## src/rtl/led_pio_pkg.sv

```systemverilog
// Shared definitions for the LED PIO with set/clear/toggle, blink and PWM.
// Holds the register word addresses and the PWM counter and brightness constants.
package led_pio_pkg;

   localparam logic [2:0] ADDR_DATA     = 3'd0;
   localparam logic [2:0] ADDR_SET      = 3'd1;
   localparam logic [2:0] ADDR_CLEAR    = 3'd2;
   localparam logic [2:0] ADDR_TOGGLE   = 3'd3;
   localparam logic [2:0] ADDR_BLINK_EN = 3'd4;
   localparam logic [2:0] ADDR_PERIOD   = 3'd5;
   localparam logic [2:0] ADDR_BRIGHT   = 3'd6;
   localparam logic [2:0] ADDR_STATUS   = 3'd7;

   localparam int unsigned BRIGHT_W = 8;

   // The PWM counter runs 0..PWM_MAX, so the full PWM period is 255 clocks.
   // Duty 255 is therefore always on and duty 0 is always off.
   localparam logic [BRIGHT_W-1:0] PWM_MAX    = 8'd254;
   localparam logic [BRIGHT_W-1:0] BRIGHT_RST = 8'd255;

endpackage

```

## src/rtl/led_blink_timer.sv

```systemverilog
// Blink phase generator.
// A prescaler divides clk down to a one-cycle tick every PRESCALE clocks; a
// blink counter toggles phase every 'period' ticks.
// Ports:
//   clk, reset : system clock, synchronous active-high reset
//   period     : blink half-period in ticks (0 disables blinking, phase held 1)
//   restart    : clears prescaler and blink counter and forces phase to 1
//   phase      : current blink phase (1 = LEDs shown)
module led_blink_timer #(
   parameter int unsigned PRESCALE = 50000,
   parameter int unsigned PERIOD_W = 16
) (
   input  logic                clk,
   input  logic                reset,
   input  logic [PERIOD_W-1:0] period,
   input  logic                restart,
   output logic                phase
);

   localparam int unsigned PRESC_W = $clog2(PRESCALE);
   localparam logic [PRESC_W-1:0] PRESC_MAX = PRESC_W'(PRESCALE - 1);

   logic [PRESC_W-1:0]  presc_q, presc_d;
   logic [PERIOD_W-1:0] blink_cnt_q, blink_cnt_d;
   logic                phase_q, phase_d;
   logic                tick;

   always_comb begin
      tick        = (presc_q == PRESC_MAX);
      presc_d     = tick ? '0 : presc_q + 1'b1;
      blink_cnt_d = blink_cnt_q;
      phase_d     = phase_q;

      // Restart has priority over a coincident tick/toggle so that the next
      // toggle is a full PRESCALE*period clocks after the restart.
      if (restart) begin
         presc_d     = '0;
         blink_cnt_d = '0;
         phase_d     = 1'b1;
      end else if (period == '0) begin
         blink_cnt_d = '0;
         phase_d     = 1'b1;
      end else if (tick) begin
         if (blink_cnt_q == period - 1'b1) begin
            blink_cnt_d = '0;
            phase_d     = ~phase_q;
         end else begin
            blink_cnt_d = blink_cnt_q + 1'b1;
         end
      end
   end

   always_ff @(posedge clk) begin
      if (reset) begin
         presc_q     <= '0;
         blink_cnt_q <= '0;
         phase_q     <= 1'b1;
      end else begin
         presc_q     <= presc_d;
         blink_cnt_q <= blink_cnt_d;
         phase_q     <= phase_d;
      end
   end

   assign phase = phase_q;

endmodule

```

## src/rtl/led_pio_pwm.sv

```systemverilog
// Avalon-MM LED output port with atomic set/clear/toggle, per-bit blink and
// global PWM brightness. Zero-wait-state slave, combinational read data.
// Ports:
//   clk, reset : system clock, synchronous active-high reset
//   chipselect : slave select
//   write_n    : active-low write strobe
//   address    : word address (DATA, SET, CLEAR, TOGGLE, BLINK_EN, PERIOD,
//                BRIGHT, STATUS)
//   writedata  : write data, bits above each register's width ignored
//   readdata   : read data, 0 when not selected
//   out_port   : registered LED drive
module led_pio_pwm
   import led_pio_pkg::*;
#(
   parameter int unsigned WIDTH    = 27,
   parameter int unsigned PRESCALE = 50000,
   parameter int unsigned PERIOD_W = 16
) (
   input  logic             clk,
   input  logic             reset,
   input  logic             chipselect,
   input  logic             write_n,
   input  logic [2:0]       address,
   input  logic [31:0]      writedata,
   output logic [31:0]      readdata,
   output logic [WIDTH-1:0] out_port
);

   logic [WIDTH-1:0]    data_q, data_d;
   logic [WIDTH-1:0]    blink_en_q, blink_en_d;
   logic [PERIOD_W-1:0] period_q, period_d;
   logic [BRIGHT_W-1:0] bright_q, bright_d;
   logic [BRIGHT_W-1:0] pwm_cnt_q, pwm_cnt_d;
   logic [WIDTH-1:0]    out_q, out_d;

   logic                wr_en;
   logic                restart;
   logic                phase;
   logic                pwm_on;
   logic [WIDTH-1:0]    wd_led;
   logic                unused_wd;

   assign wr_en     = chipselect & ~write_n;
   assign wd_led    = writedata[WIDTH-1:0];
   assign restart   = wr_en && (address == ADDR_PERIOD);
   assign unused_wd = ^writedata;

   led_blink_timer #(
      .PRESCALE (PRESCALE),
      .PERIOD_W (PERIOD_W)
   ) u_blink_timer (
      .clk     (clk),
      .reset   (reset),
      .period  (period_q),
      .restart (restart),
      .phase   (phase)
   );

   // Register file next state; SET/CLEAR/TOGGLE are single-cycle RMW on DATA.
   always_comb begin
      data_d     = data_q;
      blink_en_d = blink_en_q;
      period_d   = period_q;
      bright_d   = bright_q;
      if (wr_en) begin
         case (address)
            ADDR_DATA:     data_d     = wd_led;
            ADDR_SET:      data_d     = data_q | wd_led;
            ADDR_CLEAR:    data_d     = data_q & ~wd_led;
            ADDR_TOGGLE:   data_d     = data_q ^ wd_led;
            ADDR_BLINK_EN: blink_en_d = wd_led;
            ADDR_PERIOD:   period_d   = writedata[PERIOD_W-1:0];
            ADDR_BRIGHT:   bright_d   = writedata[BRIGHT_W-1:0];
            default:       ;
         endcase
      end
   end

   // PWM and output stage.
   always_comb begin
      pwm_cnt_d = (pwm_cnt_q == PWM_MAX) ? '0 : pwm_cnt_q + 1'b1;
      pwm_on    = (pwm_cnt_q < bright_q);
      out_d     = data_q & (~blink_en_q | {WIDTH{phase}}) & {WIDTH{pwm_on}};
   end

   always_ff @(posedge clk) begin
      if (reset) begin
         data_q     <= '0;
         blink_en_q <= '0;
         period_q   <= '0;
         bright_q   <= BRIGHT_RST;
         pwm_cnt_q  <= '0;
         out_q      <= '0;
      end else begin
         data_q     <= data_d;
         blink_en_q <= blink_en_d;
         period_q   <= period_d;
         bright_q   <= bright_d;
         pwm_cnt_q  <= pwm_cnt_d;
         out_q      <= out_d;
      end
   end

   assign out_port = out_q;

   // Read mux; SET/CLEAR/TOGGLE addresses read back DATA.
   always_comb begin
      readdata = '0;
      if (chipselect) begin
         case (address)
            ADDR_DATA,
            ADDR_SET,
            ADDR_CLEAR,
            ADDR_TOGGLE:   readdata = 32'(data_q);
            ADDR_BLINK_EN: readdata = 32'(blink_en_q);
            ADDR_PERIOD:   readdata = 32'(period_q);
            ADDR_BRIGHT:   readdata = 32'(bright_q);
            ADDR_STATUS: begin
               readdata[8]   = phase;
               readdata[7:0] = pwm_cnt_q;
            end
            default:       readdata = '0;
         endcase
      end
   end

endmodule
```

## config.mk

```make
export PLATFORM = sky130hd
export DESIGN_NAME = led_pio_pwm
export DESIGN_NICKNAME = d
export VERILOG_FILES = /design/src/rtl/led_pio_pkg.sv /design/src/rtl/led_blink_timer.sv /design/src/rtl/led_pio_pwm.sv
export SDC_FILE = /design/constraint.sdc
export NUM_CORES = 1
export LEC_CHECK = 0
export CAP_MARGIN = 30
export CORE_MARGIN = 2
export CORE_UTILIZATION = 60
export DETAILED_ROUTE_END_ITERATION = 10
export GPL_TIMING_DRIVEN = 0
export PLACE_DENSITY_LB_ADDON = 0.15
export SLEW_MARGIN = 20
export SYNTH_ARGS = -nofsm -noshare
export SYNTH_HDL_FRONTEND = slang
export SYNTH_HIERARCHICAL = 1
export SYNTH_SLANG_ARGS = --single-unit
```

## constraint.sdc

```tcl
create_clock -name clk -period 4.2 [get_ports clk]
set_clock_uncertainty 0.2 [all_clocks]
set_input_delay 0.84 -clock clk [delete_from_list [all_inputs] [get_ports clk]]
set_output_delay 0.84 -clock clk [all_outputs]
set_load 0.01 [all_outputs]
```

======== Word level (Yosys, flattened, before mapping) ========
Cells that the tools add are included.
cells by class
  equal/unequal tests ..................... 10
  $add $sub $neg .......................... 4
  bitwise gates (word level) .............. 11
  reductions and logical operators ........ 13
  muxes and demuxes ....................... 5
  order comparisons ....................... 1
operators by type and width
  cell                                                  number
  case mux 27 bit (4 select lines)                      1
  AND 27 bit                                            3
  inverter 27 bit                                       2
  OR 27 bit                                             2
  case mux 18 bit (3 select lines)                      1
  case mux 9 bit (5 select lines)                       1
  adder 16 x 1 -> 16 bit (second input constant)        2
  2-to-1 mux 27 bit                                     1
  bitwise XOR 27 bit                                    1
  equality test 16 bit                                  1
  equality test 16 bit (second input constant)          1
  logical NOT 16 bit                                    1
  2-to-1 mux 16 bit                                     1
  subtractor 16 x 1 -> 16 bit (second input constant)   1
  equality test 3 bit (second input constant)           4
  AND reduction 2 bit                                   5
  adder 8 x 1 -> 8 bit (second input constant)          1
  equality test 8 bit (second input constant)           1
  less-than comparator 8 bit                            1
  equality test 3 x 2 -> 1 bit (second input constant)  2
  OR reduction 3 bit                                    2
  nonzero test 4 bit                                    1
  OR reduction 4 bit                                    1
  equality test 3 x 1 -> 1 bit (second input constant)  1
  other kinds (5)                                       6
storage, ports and cells
  word-level logic and storage cells ...... 53
  output and inout port bits .............. 59
  bits of input ports ..................... 39
  bits in registers ....................... 146

======== Depth between registers and ports, before layout ========
Gate-level depths: netlist of the first run.
  depth after elaboration ................. 4
  gate-level depth with buffers ........... 10
  mapped depth without buffers ............ 9

======== Hierarchy ========
The synthesis of the first run kept the hierarchy.
modules (own cells, without submodules)
  module           sequential area each (um2)  cells an instance  times used  area an instance (um2)
  led_pio_pwm      2262.2                      858                1           7193.1
  led_blink_timer  660.6                       248                1           1996.9

======== Least setup slack after synthesis of the first run ========
Ideal clock, no wire load.
  kind .................................... input-to-output
  start point ............................. input port address[0]
  end point ............................... output port readdata[5]
  slack ................................... 1.250 ns
  data arrival time ....................... 1.910 ns
  data required time ...................... 3.160 ns
  path buffers ............................ 3
  cell stages on the path ................. 6
  path through ............................ buf_2 buf_2 buf_2 nand3b_1 a22o_1 a31oi_1
on the way
  word-level cells in the longest chain between the ends .. 4
  elaborated cells between the ends (all ways) .. 11
  classes of those cells .................. eq/ne (7); mux (2); reduce/logical (2)
ends and longest elaborated chain
  what                                                        RTL line            text
  start: declaration                                          led_pio_pwm.sv:23   input logic [2:0] address,
  equality test 3 x 1 -> 1 bit, or another cell as far along  led_pio_pwm.sv:110  case (address)
  OR reduction 4 bit                                          led_pio_pwm.sv:110
  case mux 9 bit (5 select lines) *                           led_pio_pwm.sv:110
  2-to-1 mux 27 bit *                                         led_pio_pwm.sv:109  if (chipselect) begin
  end: declaration                                            led_pio_pwm.sv:25   output logic [31:0] readdata,
Every way passes the cells marked *; elsewhere a longest branch is shown, timed or not.

======== Final worst setup path of the first run ========
  start point ............................. input port chipselect
  end point ............................... output port readdata[25]
on the way
  word-level cells in the longest chain between the ends .. 1
ends and longest elaborated chain
  what                RTL line            text
  start: declaration  led_pio_pwm.sv:21   input logic chipselect,
  2-to-1 mux 27 bit   led_pio_pwm.sv:109
Every way passes these cells.

==> reports/metrics.cfg, run 1 <==
[status]
status = finished, final reports clean

[clock_tree]
postCtsHoldBufs = 0
numCtsBuffers = 17
max-clock-path-buffers = 2
cts.sinks = 146
cts_setup_buffers = 0
cts_root_buf = clkbuf_16
clk_transition_reported_paths_ns = 0.07
insertion_delay_ns = 0.44
cts_tree = built
cts-htree-levels = 4

[synthesis]
synth_edf_count = 0
synth.largest_area_cell = dfxtp_1
avgSynthCellArea_sq_um = 8.31
ys_seq_elements = 146
synth-async-reset-ratio_pct = 0
yosysWarnings = 6
synthCells = 1106
yosysUniqueCellTypes = 67
synthTopCellsByArea = dfxtp_1, ha_1, o21ai_0, a21oi_1, inv_1
synthFlopType = dfxtp_1
netlist_area_sq_um = 9190
synth_top_area_share_pct = 31.8
ys_seq_area_share_pct = 31.8

[floorplanning]
num_rows = 45
io_pins = 98
core_area_sq_um = 15100
die_y_microns = 128
start_util_pct = 60.9
die_x_microns = 128
die_area_sq_um = 16300

[layout]
final_cell_mix = dfxtp_1, o21ai_0, inv_1
antenna_cells = 0
nets = 1320
fin_area_sq_um = 10900
fill_cells = 1214
mostFrequentLayoutCell = dfxtp_1
drive_above_1_share_pct = 13.4
area_growth_pct = 18.6

[routing]
first_iter_violations = 894
drtPass1Iterations = 5
wl_per_cell_microns = 19.2
postRouteAntennaNets = 0
num_vias = 8795
drt_wl_total_microns = 27200
drc = 0
vias_per_cell = 6.21

[worst_hold_path]
hp-class = reg -> reg
holdCritStartpoint = u_blink_timer/presc_q[0]$_SDFF_PP0_

[power_and_ir_drop]
leakage_nw = 4.10
power_mw = 3.44
powerDensity_nw_per_um2 = 315
ir_drop_uv = 313

[place]
gp_congestion = 0.898
post_dp_cell_area_sq_um = 10300
place_hpwl_microns = 19300
port-buffer-count = 86

[worst_setup_path]
worstSetupEndpointType = output port
critPathArrivalTime_ns = 3.00
crit_type = in -> out
crit_path_start = chipselect
worstPathMaxFanout = 10
r2r-start = period_q[0]$_SDFFE_PP0P_
cp.required_ns = 3.16
crit_path_start_kind = input pin

[timing]
min_period_ns = 4.04
fmax_mhz = 248
setup-tns-final_ns = 0
fin_crit_sh_pct = 96.1
whs_ns = 0.260
report.final.slew_viol_count = 0
hold_viol = 0
max_slew.worst_pin.slew_ns = 0.900
setup_viol = 0
relSlewSlack_pct = 39.6
rsz0062_at_grt = false

[grt]
grt_usage_pct = 33.3
grt_pass1_wl_microns = 42800
grt_overflow = 0
antenna_found_initial = 0
grt_pass1_vias = 8184
grt_max_degree = 17

[run]
maxCapViolCount = 0

==> critical path, stage by stage <==
cell	delay, ns
clkdlybuf4s50_1	0.56
clkbuf_1	0.43
clkbuf_1	0.42
nor2b_1	0.20
clkdlybuf4s50_1	0.54
==> synthesized netlist by cell type, types with 10 or more instances <==
cell type and number:
a2bb2oi_1 11, or2_2 28, inv_1 99, xnor2_1 27, buf_2 33, o21ai_0 109, nand3b_1 37, a31oi_1 10
nand2_1 32, mux2i_1 10, nand3_1 68, clkbuf_1 39, mux2_2 26, o2bb2ai_1 27, nor2b_1 16, a21oi_1 92
ha_1 66, nor3_1 12, nor2_1 50, xor2_1 22, dfxtp_1 146, a211oi_2 20
==> layer usage <==
layer	part of all wire, %	wire [microns]	GRT usage [%]	vias to the layer above
met4	2.3	624	11.7	0
met5	0	0	0	-
met1	44	12000	46.7	4178
li1	-	-	-	4099
met2	45	12200	51.7	460
met3	8.6	2340	6.14	58
==> registers in the layout (all words and copies together), names as in the netlist <==
register                   count
blink_en_q                    27
pwm_cnt_q                      8
bright_q                       8
u_blink_timer/presc_q         16
data_q                        27
u_blink_timer/phase            1
out_port                      27
u_blink_timer/blink_cnt_q     16
period_q                      16
==> report_power, final <==
group / switching, mW / internal, mW
registers: 0.0295 / 1.42
clock network: 0.675 / 0.832
logic: 0.282 / 0.202
total: 0.987 / 2.45
==> through the flow <==
step / std cells / utilization, % / setup slack (ns)
6_report: 1416 / 72.2 / 0.162
5_1_grt: 1416 / 72.2 / 0.0469
4_1_cts: 1416 / 72.2 / 0.0598
3_5_place_dp: 1385 / 68.3 / -0.0925
3_3_place_gp: 1384 / 68.3 / -0.108
2_1_floorplan: 1110 / - / 1.25
==> layout make-up <==
cell class	instances	area, sq um	area share [%]
Multi-Input combinational cell	781	5480	50.3
Tap cell	188	235	2.16
Clock buffer	17	425	3.90
Inverter	99	372	3.41
Buffer	83	437	4.01
Sequential cell	146	2920	26.8
Clock inverter	15	151	1.39
Timing Repair Buffer	87	873	8.01
==> path summary, 6_finish.rpt <==
kind	to	slack [ns]	cells after the start
worst min register to register	u_blink_timer/presc_q[0]$_SDFF_PP0_	0.26	1
worst max register to register	u_blink_timer/blink_cnt_q[14]$_SDFFE_PP0N_	0.85	10
worst max-delay path	readdata[25]	0.16	5
worst min-delay path	u_blink_timer/presc_q[0]$_SDFF_PP0_	0.26	1
==> kinds of logic (layout without fill, tap and decap cells) <==
family                     Yosys count  after routing  synth area share, %
and+or+nand+nor                    307            307                 19.1
buffers and inverters              183            301                 8.70
xor gates and xnor gates            49             49                 4.67
other                                1              5               0.0408
AOI/OAI and AO/OA                  317            317                 22.2
DFF                                146            146                 31.8
adders and majority gates           66             66                 8.99
muxes                               37             37                 4.52
==> what timing repair did <==
action / in CTS / in global routing
gates resized for setup: 6 / 4
gates cloned: 0 / 0
setup endpoints to repair: 8 / 5
pin swaps: 0 / 0
Note: power is estimated with default switching activity, not from simulation.
==> run 2, diff against run 1 <==
--- a/config.mk
+++ b/config.mk
@@ -7,4 +7,3 @@
 export LEC_CHECK = 0
-export CAP_MARGIN = 30
-export CORE_MARGIN = 2
+export CAP_MARGIN = 20
 export CORE_UTILIZATION = 60
--- a/constraint.sdc
+++ b/constraint.sdc
@@ -4,2 +4,2 @@
 set_output_delay 0.84 -clock clk [all_outputs]
-set_load 0.01 [all_outputs]
+set_load 0.005 [all_outputs]
==> run 2 against run 1 <==
Net effect: clock power hardly changed; sequential power hardly changed; hold slack better by 0.00096 ns; sequential share of layout area hardly changed; register-to-register slack better by 0.21 ns; global-route usage is 0.79 points higher; via count hardly changed; worst setup slack worse by 0.089 ns; utilization is 1.5 points higher; combinational power is 2% lower; count of clock-buffer cells in the layout is 5 higher; design area is 0.14% lower; highest routed layer unchanged.
==> reports/metrics.cfg, run 2 (synthesis gave the netlist of run 1 again) <==
[worst_setup_path]
critPathSlowestCell = clkdlybuf4s50_1
max_stage_delay_ns = 0.54
worstSetupEndpointType = output port
worstPathMaxFanout = 10
critPathArrivalTime_ns = 3.09
worst_r2r_path_depth = 10
cp.required_ns = 3.16
crit_path_start_kind = input pin
crit_family = buffers and inverters
path_buf_inv = 4
reg2reg_to = u_blink_timer/blink_cnt_q[7]$_SDFFE_PP0N_
r2r-start = period_q[0]$_SDFFE_PP0P_
rrSetupSlack_ns = 1.06
crit_cells = 5
crit_chain = clkdlybuf4s50_1 -> clkbuf_1 -> clkbuf_1 -> o211a_1 -> clkdlybuf4s50_1
crit_type = in -> out

[place]
post_dp_cell_area_sq_um = 10300
dp.cells = 1380
place_hpwl_microns = 19100
gp_congestion = 1.01
port-buffer-count = 86

[timing]
relSlewSlack_pct = 39.3
setup_viol = 0
setup-tns-final_ns = 0
hold_viol = 0
rsz0062_at_grt = false
max_slew.worst_pin.slew_ns = 0.904
fmax_mhz = 242
min_period_ns = 4.13
report.final.slew_viol_count = 0
fin_crit_sh_pct = 98.3

[power_and_ir_drop]
ir_drop_uv = 274
power_frac_clock_pct = 44.1
swShare_pct = 26.3
powerDensity_nw_per_um2 = 316
leakage_nw = 4.09
internal_power_mw = 2.53
comb_power_share_pct = 13.8
p_switching_mw = 0.904
power.share.sequential_pct = 42.1

[layout]
fin_cells = 1410
multi_input_area_sq_um = 5490
antenna_cells = 0
fin_area_sq_um = 10900
nets = 1319
final_cell_mix = dfxtp_1, o21ai_0, inv_1
area_growth_pct = 18.4
drive_above_1_share_pct = 13.1
seq_area_sq_um = 2920
fill_cells = 1145
mostFrequentLayoutCell = dfxtp_1

[grt]
grt_max_degree = 17
grt_pass1_vias = 8250
grt_overflow = 0
grt_pass1_wl_microns = 42600
antenna_found_initial = 0
grt_usage_pct = 34.1

[floorplanning]
die_y_microns = 126
die_x_microns = 126
io_pins = 98
num_rows = 44
core_area_sq_um = 14800
start_util_pct = 62.3
die_area_sq_um = 15800

[routing]
drc = 0
postRouteAntennaNets = 0
drt_wl_total_microns = 26800
drtPass1Iterations = 6
num_vias = 8792
first_iter_violations = 1037
wl_per_cell_microns = 19.0
vias_per_cell = 6.24

[worst_hold_path]
min_to = u_blink_timer/presc_q[0]$_SDFF_PP0_
hp-class = reg -> reg
hold_path_depth = 1
holdCritStartpoint = u_blink_timer/presc_q[0]$_SDFF_PP0_

[clock_tree]
insertion_delay_ns = 0.43
cts-htree-levels = 4
cts.sinks = 146
max-clock-path-buffers = 2
cts_tree = built
clk_transition_reported_paths_ns = 0.05
postCtsHoldBufs = 0
cts_root_buf = clkbuf_16
cts_setup_buffers = 0
numCtsBuffers = 17

[run]
maxCapViolCount = 0

[status]
status = finished, final reports clean

[run 2: cell count changes in the layout (fill, tap and decap cells not counted), moves of 3 or more]
| cell | previous run | this run |
|---|---|---|
| clkinv_4 | 5 | 1 |
| inv_6 | 4 | 1 |
| clkbuf_8 | 0 | 3 |
| clkbuf_1 | 34 | 38 |
| clkinv_2 | 1 | 4 |
[run 2: power groups by stage]
stage / combinational (mW) / sequential, mW / clock (mW)
5_1_grt: 0.508 / 1.45 / 1.58
3_5_place_dp: 0.455 / 1.48 / 0
4_1_cts: 0.462 / 1.45 / 1.52
6_report: 0.473 / 1.45 / 1.52
3_3_place_gp: 0.444 / 1.48 / 0
2_1_floorplan: 0.285 / 1.47 / 0
[run 2: through the flow]
| stage | utilization, % | setup WS [ns] | power, mW | hold WS [ns] |
|---|---|---|---|---|
| final | 73.8 | 0.0725 | 3.44 | 0.261 |
| after CTS | 73.8 | 0.0252 | 3.43 | 0.265 |
| after detailed placement | 69.8 | -0.115 | 1.93 | 0.252 |
| after floorplan | - | 1.31 | 1.75 | 0.230 |
| after global placement | 69.8 | -0.0715 | 1.92 | 0.247 |
| after global routing | 73.8 | 0.0610 | 3.54 | 0.278 |
[run 2: area by class of cell]
type	count	share of cell area [%]
sequential	146	26.9
clock inverter	9	0.966
timing repair buffer	86	7.92
clock buffer	22	4.36
multi-input combinational	781	50.4
buffer	83	3.97
tap	184	2.12
inverter	99	3.41
[run 2: worst max-delay path by stage]
stage               startpoint     endpoint  slack (ns)
floorplan           address[0]  readdata[7]        1.31
CTS                 address[2]  readdata[6]        0.03
global route        chipselect  readdata[7]        0.06
detailed placement  address[1]  readdata[8]       -0.12
global placement    address[2]  readdata[3]       -0.07
finish              chipselect  readdata[8]        0.07
[run 2: layer usage]
| layer | GRT usage (%) | routed length [microns] | up-vias |
|---|---|---|---|
| li1 | - | - | 4099 |
| met1 | 46.7 | 11600 | 4120 |
| met2 | 52.6 | 11700 | 500 |
| met3 | 7.65 | 2770 | 73 |
| met4 | 12.8 | 700 | 0 |
| met5 | 0 | 0 | - |
[run 2: repair_timing]
action                                  CTS  global route
endpoints found under the hold margin     0             0
endpoints found under the setup margin    9             9
resized for setup                         5             1
==> run 3, diff against run 2 <==
- CORE_UTILIZATION: 60 -> 54
- CTS_BUF_LIST: default -> sky130_fd_sc_hd__clkbuf_4 sky130_fd_sc_hd__clkbuf_8 sky130_fd_sc_hd__clkbuf_16
- clock period: 4.2 -> 5 ns (I/O delays scaled with it)
==> run 3 against run 2 <==
Net effect: final cell count increased by 2.6%; utilization decreased by 7.9 points; highest routed layer unchanged; critical path depth grew 1; sequential share of layout area decreased by 0.095 points; design area grew 0.36%; combinational power is 16% lower; wire length rose by 0.16%; largest power group unchanged.
==> reports/metrics.cfg, run 3 (synthesis gave the netlist of run 1 again) <==
[worst_setup_path]
critPathArrivalTime_ns = 3.58
worstSetupEndpointType = output port
crit_family = buffers and inverters
path_buf_inv = 4
max_stage_delay_ns = 0.63
r2r-start = period_q[0]$_SDFFE_PP0P_
crit_type = in -> out
cp.required_ns = 3.80
worst_r2r_path_depth = 10
rrSetupSlack_ns = 1.88
crit_chain = clkdlybuf4s50_1 -> buf_2 -> clkbuf_1 -> o21ai_0 -> a31oi_1 -> clkdlybuf4s50_1
crit_path_start_kind = input pin
worstPathMaxFanout = 10
reg2reg_to = u_blink_timer/blink_cnt_q[6]$_SDFFE_PP0N_
crit_path_frequent_cell = clkdlybuf4s50_1
critPathSlowestCell = clkdlybuf4s50_1

[timing]
setup-tns-final_ns = 0
min_period_ns = 4.78
rsz0062_at_grt = false
relSlewSlack_pct = 17.2
fmax_mhz = 209
fin_crit_sh_pct = 95.6
max_slew.worst_pin.slew_ns = 1.23
final.setup.worst_slack_ns = 0.221
setup_viol = 0
report.final.slew_viol_count = 0
hold_viol = 0

[routing]
postRouteAntennaNets = 0
wl_per_cell_microns = 18.6
drt_wl_total_microns = 26800
drtPass1Iterations = 5
first_iter_violations = 808
drc = 0
num_vias = 8696
vias_per_cell = 6.01

[worst_hold_path]
hold_path_depth = 1
holdCritStartpoint = u_blink_timer/presc_q[0]$_SDFF_PP0_
min_to = u_blink_timer/presc_q[0]$_SDFF_PP0_
hp-class = reg -> reg

[run]
maxCapViolCount = 0

[place]
gp_congestion = 0.929
place_hpwl_microns = 19400
dpl_worst_slack_ns = 0.317
port-buffer-count = 86
post_dp_cell_area_sq_um = 10300

[power_and_ir_drop]
leakage_nw = 4.08
ir_drop_uv = 242
powerDensity_nw_per_um2 = 265

[clock_tree]
cts-htree-levels = 4
cts_setup_buffers = 0
max-clock-path-buffers = 2
cts_tree = built
numCtsBuffers = 17
insertion_delay_ns = 0.43
cts_root_buf = clkbuf_16
postCtsHoldBufs = 0
cts.sinks = 146
clk_transition_reported_paths_ns = 0.06
cts_resized = 0

[layout]
antenna_cells = 0
nets = 1320
mostFrequentLayoutCell = dfxtp_1
fin_area_sq_um = 10900
drive_above_1_share_pct = 12.9
final_cell_mix = dfxtp_1, o21ai_0, inv_1
area_growth_pct = 18.9
fill_cells = 1461

[grt]
grt_usage_pct = 31.1
antenna_found_initial = 0
grt_max_degree = 17
grt_overflow = 0
grt_pass1_vias = 8166
grt_pass1_wl_microns = 42800

[floorplanning]
core_area_sq_um = 16600
die_x_microns = 132
num_rows = 47
die_area_sq_um = 17500
start_util_pct = 55.4
die_y_microns = 132
io_pins = 98

[status]
status = finished, final reports clean

[run 3: cell count changes in the layout (fill, tap and decap cells not counted), sizes merged]
cell           change
clkbuf             +4
clkdlybuf4s50      +2
clkinv             -3
dlygate4sd2        -1
dlymetal6s2s       -1
inv                -1
[run 3: where the power goes]
part           internal (mW)  total [mW]  switching (mW)
registers               1.19        1.22          0.0253
logic                  0.168       0.396           0.227
clock network          0.794        1.28           0.490
total                   2.15        2.90           0.743
[run 3: final cells by class]
cell class                      instances  area [sq um]  share of cell area (%)
Tap cell                              220           275                    2.52
Timing Repair Buffer                   86           861                    7.88
Multi-Input combinational cell        781          5480                    50.2
Clock buffer                           25           504                    4.62
Inverter                               99           372                    3.40
Clock inverter                          5          77.6                   0.710
Sequential cell                       146          2920                    26.8
Buffer                                 84           428                    3.92
[run 3: worst max path at each step]
| stage | start | to | slack (ns) | cells after the start |
|---|---|---|---|---|
| floorplan | address[0] | readdata[7] | 1.79 | 6 |
| global placement | address[2] | readdata[5] | 0.34 | 6 |
| detailed placement | address[2] | readdata[5] | 0.32 | 6 |
| CTS | address[2] | readdata[5] | 0.28 | 6 |
| global route | address[2] | readdata[5] | 0.14 | 6 |
| finish | address[2] | readdata[5] | 0.22 | 6 |
[run 3: layer usage]
metal | global-route usage [%] | share of wire, %
met1 | 44.0 | 45
met3 | 4.83 | 8.4
met2 | 46.0 | 43
met4 | 15.1 | 3.1
met5 | 0 | 0
[run 3: through the flow]
stage | total power [mW] | util [%] | hold WS (ns) | instances
after floorplan | 1.47 | - | 0.230 | 1110
after detailed placement | 1.63 | 62.4 | 0.264 | 1416
after global routing | 2.99 | 65.9 | 0.299 | 1446
after CTS | 2.90 | 65.9 | 0.278 | 1446
after global placement | 1.62 | 62.4 | 0.250 | 1416
final | 2.90 | 65.9 | 0.271 | 1446
[run 3: worst reg2reg max path, stage by stage, from the launching register on]
cell and delay (ns):
dfxtp_1 0.41, inv_1 0.10, ha_1 0.30, nor4b_1 0.66
a31oi_1 0.18, nor4_1 0.34, o211ai_1 0.13, nand4b_2 0.28
nand2_2 0.20, buf_6 0.16, nor2_1 0.05
